$ cat config.mk
export PLATFORM = sky130hd
export DESIGN_NAME = friscv_perf_counters
export DESIGN_NICKNAME = d
export VERILOG_FILES = /design/src/rtl/friscv_perf_counters.sv
export SDC_FILE = /design/constraint.sdc
export NUM_CORES = 1
export LEC_CHECK = 0
export ABC_CLOCK_PERIOD_IN_PS = 3840
export CAP_MARGIN = 40
export CORE_MARGIN = 2
export CORE_UTILIZATION = 45
export DETAILED_ROUTE_END_ITERATION = 6
export GPL_TIMING_DRIVEN = 0
export PLACE_DENSITY_LB_ADDON = 0.2
export REMOVE_ABC_BUFFERS = 1
export SLEW_MARGIN = 25
export SYNTH_ARGS = -nofsm -noshare
export SYNTH_HDL_FRONTEND = slang
export SYNTH_SLANG_ARGS = --single-unit
export TNS_END_PERCENT = 100
$ cat constraint.sdc
create_clock -name aclk_i -period 3.84 [get_ports aclk_i]
set_clock_uncertainty 0.05 [all_clocks]
set_input_delay 0.576 -clock aclk_i [delete_from_list [all_inputs] [get_ports aclk_i]]
set_output_delay 0.576 -clock aclk_i [all_outputs]
set_load 0.01 [all_outputs]
$ cat src/rtl/friscv_perf_counters.sv
`default_nettype none
// ============================================================================
// Module   : friscv_perf_counters
// Purpose  : Bank of NB_EVT+1 performance counters. Counter 0 counts enabled
//            cycles, counter k (k>0) counts enabled evt[k-1] pulses. Counters
//            are read over a valid/ready request/response port as XLEN-wide
//            halves. A low-half read snapshots the counter so that a
//            following high-half read of the same index is coherent.
// Ports    : aclk_i / aresetn_i / srst_i  clock, async reset, sync reset
//            enable_i, evt_i, clr_i        counting controls
//            req_valid_i/req_ready_o/req_addr_i   read request {idx, half}
//            rsp_valid_o/rsp_ready_i/rsp_data_o/rsp_err_o  read response
//            ovf_o                         sticky per-counter overflow flags
// Revision : 1.0 - initial release
// ============================================================================
module friscv_perf_counters #(
    parameter  int XLEN   = 32,
    parameter  int NB_EVT = 4,
    parameter  int CNT_W  = 64,
    localparam int NB_CNT = NB_EVT + 1,
    localparam int IDX_W  = $clog2(NB_CNT),
    localparam int ADDR_W = IDX_W + 1
) (
    input  logic              aclk_i,
    input  logic              aresetn_i,
    input  logic              srst_i,
    input  logic              enable_i,
    input  logic [NB_EVT-1:0] evt_i,
    input  logic [NB_CNT-1:0] clr_i,
    input  logic              req_valid_i,
    output logic              req_ready_o,
    input  logic [ADDR_W-1:0] req_addr_i,
    output logic              rsp_valid_o,
    input  logic              rsp_ready_i,
    output logic [XLEN-1:0]   rsp_data_o,
    output logic              rsp_err_o,
    output logic [NB_CNT-1:0] ovf_o
);

    // ------------------------------------------------------------------
    // Counter bank
    // ------------------------------------------------------------------
    logic [CNT_W-1:0]  w_cnt [NB_CNT];
    logic [NB_CNT-1:0] w_ovf;

    for (genvar gi = 0; gi < NB_CNT; gi++) begin : g_cnt
        logic             w_inc;
        logic [CNT_W-1:0] cnt_q, cnt_d;
        logic             ovf_q, ovf_d;

        if (gi == 0) begin : g_cycle
            assign w_inc = enable_i;
        end else begin : g_event
            assign w_inc = enable_i & evt_i[gi-1];
        end

        // Clear takes priority over an increment in the same cycle, so a
        // clear coinciding with a wrap leaves both counter and flag at zero.
        always_comb begin
            cnt_d = cnt_q;
            ovf_d = ovf_q;
            if (srst_i || clr_i[gi]) begin
                cnt_d = '0;
                ovf_d = 1'b0;
            end else if (w_inc) begin
                cnt_d = cnt_q + CNT_W'(1);
                if (&cnt_q) begin
                    ovf_d = 1'b1;
                end
            end
        end

        always_ff @(posedge aclk_i or negedge aresetn_i) begin
            if (!aresetn_i) begin
                cnt_q <= '0;
                ovf_q <= 1'b0;
            end else begin
                cnt_q <= cnt_d;
                ovf_q <= ovf_d;
            end
        end

        assign w_cnt[gi] = cnt_q;
        assign w_ovf[gi] = ovf_q;
    end

    assign ovf_o = w_ovf;

    // ------------------------------------------------------------------
    // Request decode
    // ------------------------------------------------------------------
    logic [IDX_W-1:0] w_idx;
    logic             w_half;
    logic             w_in_range;
    logic             w_accept;
    logic [CNT_W-1:0] w_sel;

    assign w_idx       = req_addr_i[ADDR_W-1:1];
    assign w_half      = req_addr_i[0];
    assign w_in_range  = (int'(w_idx) < NB_CNT);
    assign req_ready_o = ~rsp_valid_o | rsp_ready_i;
    assign w_accept    = req_valid_i & req_ready_o;

    // Out-of-range indices select zero rather than an undefined entry.
    always_comb begin
        w_sel = '0;
        for (int i = 0; i < NB_CNT; i++) begin
            if (int'(w_idx) == i) begin
                w_sel = w_cnt[i];
            end
        end
    end

    // ------------------------------------------------------------------
    // Snapshot: tag tracks which counter the last low read captured.
    // Only the upper part is ever served from the snapshot, so only that
    // part is stored; the low half is always returned live.
    // ------------------------------------------------------------------
    logic [IDX_W-1:0] snap_tag_q, snap_tag_d;
    logic             snap_vld_q, snap_vld_d;
    logic [XLEN-1:0]  w_hi_live;
    logic [XLEN-1:0]  w_hi_snap;
    logic             w_snap_hit;

    assign w_snap_hit = snap_vld_q && (snap_tag_q == w_idx);

    always_comb begin
        snap_tag_d = snap_tag_q;
        snap_vld_d = snap_vld_q;
        if (srst_i) begin
            snap_tag_d = '0;
            snap_vld_d = 1'b0;
        end else if (w_accept && w_in_range) begin
            if (!w_half) begin
                snap_tag_d = w_idx;
                snap_vld_d = 1'b1;
            end else begin
                snap_vld_d = 1'b0;
            end
        end
    end

    always_ff @(posedge aclk_i or negedge aresetn_i) begin
        if (!aresetn_i) begin
            snap_tag_q <= '0;
            snap_vld_q <= 1'b0;
        end else begin
            snap_tag_q <= snap_tag_d;
            snap_vld_q <= snap_vld_d;
        end
    end

    if (CNT_W > XLEN) begin : g_hi
        localparam int HI_W = CNT_W - XLEN;
        logic [HI_W-1:0] snap_hi_q, snap_hi_d;

        always_comb begin
            snap_hi_d = snap_hi_q;
            if (srst_i) begin
                snap_hi_d = '0;
            end else if (w_accept && w_in_range && !w_half) begin
                snap_hi_d = w_sel[CNT_W-1:XLEN];
            end
        end

        always_ff @(posedge aclk_i or negedge aresetn_i) begin
            if (!aresetn_i) begin
                snap_hi_q <= '0;
            end else begin
                snap_hi_q <= snap_hi_d;
            end
        end

        assign w_hi_live = XLEN'(w_sel[CNT_W-1:XLEN]);
        assign w_hi_snap = XLEN'(snap_hi_q);
    end else begin : g_no_hi
        // The counter fits in the low half, so the high half is always zero.
        assign w_hi_live = '0;
        assign w_hi_snap = '0;
    end

    // ------------------------------------------------------------------
    // Single-entry response buffer
    // ------------------------------------------------------------------
    logic            rsp_valid_q, rsp_valid_d;
    logic [XLEN-1:0] rsp_data_q, rsp_data_d;
    logic            rsp_err_q, rsp_err_d;
    logic [XLEN-1:0] w_rd_data;

    always_comb begin
        w_rd_data = '0;
        if (w_in_range) begin
            if (w_half) begin
                w_rd_data = w_snap_hit ? w_hi_snap : w_hi_live;
            end else begin
                w_rd_data = XLEN'(w_sel);
            end
        end
    end

    always_comb begin
        rsp_valid_d = rsp_valid_q;
        rsp_data_d  = rsp_data_q;
        rsp_err_d   = rsp_err_q;
        if (srst_i) begin
            rsp_valid_d = 1'b0;
            rsp_data_d  = '0;
            rsp_err_d   = 1'b0;
        end else if (w_accept) begin
            rsp_valid_d = 1'b1;
            rsp_data_d  = w_rd_data;
            rsp_err_d   = ~w_in_range;
        end else if (rsp_ready_i) begin
            rsp_valid_d = 1'b0;
        end
    end

    always_ff @(posedge aclk_i or negedge aresetn_i) begin
        if (!aresetn_i) begin
            rsp_valid_q <= 1'b0;
            rsp_data_q  <= '0;
            rsp_err_q   <= 1'b0;
        end else begin
            rsp_valid_q <= rsp_valid_d;
            rsp_data_q  <= rsp_data_d;
            rsp_err_q   <= rsp_err_d;
        end
    end

    assign rsp_valid_o = rsp_valid_q;
    assign rsp_data_o  = rsp_data_q;
    assign rsp_err_o   = rsp_err_q;

endmodule
`default_nettype wire

# Yosys cells after proc, flatten, opt, wreduce, memory -nomap -nowiden
# Index checks and enable logic that the tools add are counted.
# op_classes
reduce_logical,35
bitwise_logic,8
eq_ne,6
muxes,48
n_addsub,5
n_lt_le_gt_ge,1
# op_table
cell,n
64-bit two-way mux,15
"64-bit by 1-bit adder with 64-bit output, second input constant",5
64-bit AND reduction,5
32-bit two-way mux,7
2-bit nonzero test,13
1-bit two-way mux,23
2-bit AND reduction,6
"3-bit == test, second input constant",3
3-bit two-way mux,3
1-bit AND,5
1-bit logical OR,5
"3-bit by 2-bit == test with 1-bit output, second input constant",1
3-bit == test,1
1-bit logical AND,3
3-bit logical NOT,1
"3-bit < comparator, second input constant",1
3-bit nonzero test,1
"2-bit inequality test, second input constant",1
1-bit NOT,2
1-bit logical NOT,1
1-bit bitwise OR,1
# totals
reg_bits,395
input_bits,19
wordCells,119
out_inout_bits,40

# Depth between registers and ports, before layout
# depth
ltp_word,11
ltp_mapped,9
ltp_nobuf,6

# Least setup slack after synthesis
# Ideal clock, no wire load.
# synth_path
path_kind,in2reg
start,input port srst_i
end,register g_cnt[2].cnt_q[62]
t_arrival_ns,2.492
setup_ns,0.078
n_path_buf,2
required_ns,3.712
stages,7
slack_ns,1.220
path_cell_list,buf_2 -> a211o_1 -> nand4_1 -> or4_4 -> buf_6 -> or4_1 -> a21oi_1
# synth_between
elab_chain_cells,2
word_cells_on_any_way,3
cone_classes,1 x mux; 2 x reduce/logical
# synth_rtl
element,line_no,text
"start, declared",26,"input logic srst_i,"
1-bit logical OR *,62,if (srst_i || clr_i[gi]) begin
64-bit two-way mux / 2-bit nonzero test (equally long branches),n/a,
"end signal, assigned",78,cnt_q <= cnt_d;
"end, declared",48,"logic [CNT_W-1:0] cnt_q, cnt_d;"
# Every way passes the cells marked *; elsewhere a longest branch is shown, timed or not.
# A chain may end at the register's enable or synchronous reset.

# Final worst setup path
# layout_path
start,input port clr_i[4]
end,register g_cnt[4].cnt_q[56]
# layout_between
elab_chain_cells,2
word_cells_on_any_way,3
cone_classes,1 x mux; 2 x reduce/logical
# layout_rtl
element,line_no,text
"start, declared",29,"input logic [NB_CNT-1:0] clr_i,"
1-bit logical OR *,62,
64-bit two-way mux / 2-bit nonzero test (equally long branches),n/a,
"end signal, assigned",78,
"end, declared",48,
# Marked as above.

==> flow_metrics.tcl <==
set metrics [dict create \
    insertion_delay_ps 600 \
    routed_wl_um 76200 \
    area_delta_synth_final_pct 12.3 \
    cp.required_ps 4290 \
    io_pins 59 \
    ir_worst_vdd_uv 275 \
    cap_violations 0 \
    fin_crit_sh_pct 87.3 \
    endpoint_kind "register" \
    antenna_found_initial 0 \
    slew_headroom_pct 40.4 \
    slowest_delay_ps 1010 \
    cpLargestDelayFamily "simple AND/OR/NAND/NOR gates" \
    yosys-top-cells-area "dfrtp_1 (43%), a21oi_1 (4.8%), nor2_1 (4.2%), mux2i_1 (4.1%), nand2_1 (3.9%)" \
    clock.fmax_mhz 298 \
    drtIter0Drc 2162 \
    synth_seq_cells 395 \
    crit_type "primary input to register" \
    cp-start-kind "primary input" \
    fin_ws_ps 489 \
    p_per_area_nw_per_um2 353 \
    p_leak_nw 9.59 \
    worstPathCellList "clkdlybuf4s50_1 > a211o_1 > nand4_1 > or4_1 > or4_1 > a21oi_1" \
    syn_avg_cell_area_um2 8.82 \
    synthCells 2581 \
    grt_first_pass_wirelength_um 118000 \
    slowest_stage "or4_1" \
    final_area_um2 25600 \
    period_needed_ps 3350 \
    dieHeight_um 229 \
    worstMarginPinSlew_ps 887 \
    final_cell_mix "dfrtp_1 (395), nor2_1 (254), nand2_1 (237)" \
    cts_tree "yes" \
    cts_root_buffer "clkbuf_16" \
    final_util_pct 51.0 \
    finalNonFillerCells 3256 \
    dp.cells 3171 \
    synth_largest_area_cell "dfrtp_1" \
    grt_pass1_vias 19600 \
    htreeDepth 2 \
    synth.distinct_cells 59 \
    wl_per_cell_um 23.4 \
    synth_top_area_share_pct 43.4 \
    yosys_most_used_dff "dfrtp_1" \
    hold_class "primary input to register" \
    vias 21100 \
    grt_usage_pct 28.8 \
    mostFrequentLayoutCell "dfrtp_1" \
    crit_buf_inv 1 \
    hpwlAfterDp_um 54500 \
    drive_above_1_share_pct 5.22 \
    netlist_area_um2 22800 \
    place_area_um2 24100 \
    ctsResizeCount 0 \
    clock-sinks 395 \
    setup_violations 0 \
    grt_overflow_total 0 \
    synth_warnings 0 \
    die_w_um 229 \
    setup_tns_ps 0 \
    drv_slew 0 \
    yosysSeqAreaShare_pct 43.4 \
    critPathMaxFanout 19 \
    grt_start_max_net_pins 85 \
    vias_per_cell 6.49 \
    rows 82 \
    cp.arrival_ps 3800 \
    drc_errors 0 \
    status "finished clean" \
    globalplace.congestion 0.961 \
    io_buffers 58 \
    postRouteAntennaNets 0 \
    core_area_um2 50100 \
    cts_max_path_buffers 3 \
    multi_input_area_um2 12100 \
    first_pass_iters 6 \
    nFillCells 4729 \
    cpMostUsedCell "or4_1" \
    antennaDiodeCount 0 \
    clkTransAtPathRegs_ps 60 \
    dp_worst_setup_slack_ps -42.6 \
    rsz0062_at_grt "false" \
    fin_nets 2574 \
    initial_core_util_pct 45.5 \
    cts_inserted_buffers 46 \
    seqCellArea_um2 9880 \
    ff2ff_setup_slack_ps 610 \
    synthArstFlopShare_pct 100 \
    hold_viol_final 0 \
    die-area_um2 52400 \
    synth_edf_count 0 \
]
==> kinds of logic (layout without fill, tap and decap cells) <==
| family | Yosys count | in the layout | synth area share, % |
|---|---|---|---|
| flip-flops | 395 | 395 | 43.4 |
| AND/OR/NAND/NOR | 1120 | 1120 | 25.7 |
| buffers and inverters | 210 | 213 | 3.63 |
| multiplexers | 93 | 93 | 4.09 |
| XOR/XNOR | 148 | 148 | 5.70 |
| AO/OA/AOI/OAI | 610 | 610 | 17.2 |
| adder cells (fa/ha/maj) | 5 | 5 | 0.275 |
==> metal layers <==
layer  wire length (µm)  global-route usage, %  vias to the layer above
met5                  0                      0                        -
met3               5880                   5.70                      153
met2              33300                   43.3                      839
met4               3700                   12.6                        0
met1              33400                   40.4                    10600
li1                   -                      -                     9545
==> cells in the mapped netlist, drive strengths merged, types with 15 or more instances <==
library cell,number
dfrtp,395
nor2,257
nand2,238
a21oi,220
clkbuf,147
o21ai,135
nand3,124
nand4,112
or4,103
mux2i,93
xor2,87
o31ai,83
or3,79
a2bb2oi,62
xnor2,61
nor3,43
and3,39
inv,39
nor4,39
and4,32
a221o,31
o32ai,25
buf,24
and2,20
or2,15
==> worst reg2reg max path, delay by kind of cell (launching register included) <==
kind	cells	cell delay [ps]
AOI/OAI and AO/OA	1	160
DFF	1	440
and+or+nand+nor	4	2500
==> cell type report <==
cell class | instances | share of cell area [%]
multi-input cells | 1976 | 47.5
inverters | 39 | 0.573
clock buffers | 74 | 5.40
well taps | 672 | 3.29
repair buffers | 92 | 4.27
clock inverters | 8 | 0.255
flip-flops and latches | 395 | 38.7
==> worst paths after layout <==
| path | endpoint | start | depth (start not counted) |
|---|---|---|---|
| setup / recovery | g_cnt[4].cnt_q[56]$_DFFE_PN0P_ | clr_i[4] | 6 |
| hold / removal | rsp_data_o[26]$_DFFE_PN0P_ | req_addr_i[0] | 3 |
| setup reg to reg | g_cnt[3].cnt_q[61]$_DFFE_PN0P_ | g_cnt[3].cnt_q[8]$_DFFE_PN0P_ | 5 |
| hold reg to reg | g_hi.snap_hi_q[26]$_DFFE_PN0P_ | g_hi.snap_hi_q[26]$_DFFE_PN0P_ | 2 |
| max in group asynchronous | g_cnt[4].cnt_q[13]$_DFFE_PN0P_ | aresetn_i | 5 |
| min in group asynchronous | g_cnt[0].cnt_q[7]$_DFFE_PN0P_ | aresetn_i | 2 |
==> metrics by stage <==
stage / hold WS [ps] / power, mW
final: 345 / 9.02
after global routing: 358 / 9.29
after CTS: 330 / 9.07
after detailed placement: 421 / 4.77
after global placement: 413 / 4.76
after floorplan: 230 / 4.43
==> state kept, by name (all words and copies together), names as in the netlist <==
register,flops
g_cnt.ovf_q,5
rsp_data_o,32
snap_vld_q,1
rsp_valid_o,1
rsp_err_o,1
g_hi.snap_hi_q,32
g_cnt.cnt_q,320
snap_tag_q,3
==> where the power goes <==
group          internal (mW)  switching, mW
sequential              4.18         0.0145
clock                   2.51           1.81
combinational          0.152          0.356
==> what timing repair did <==
action / 4_1_cts / 5_1_grt
hold buffers: 1 / 0
endpoints found under the hold margin: 42 / 0
buffers inserted: 0 / 0
Power figures use the tool's default switching activity.
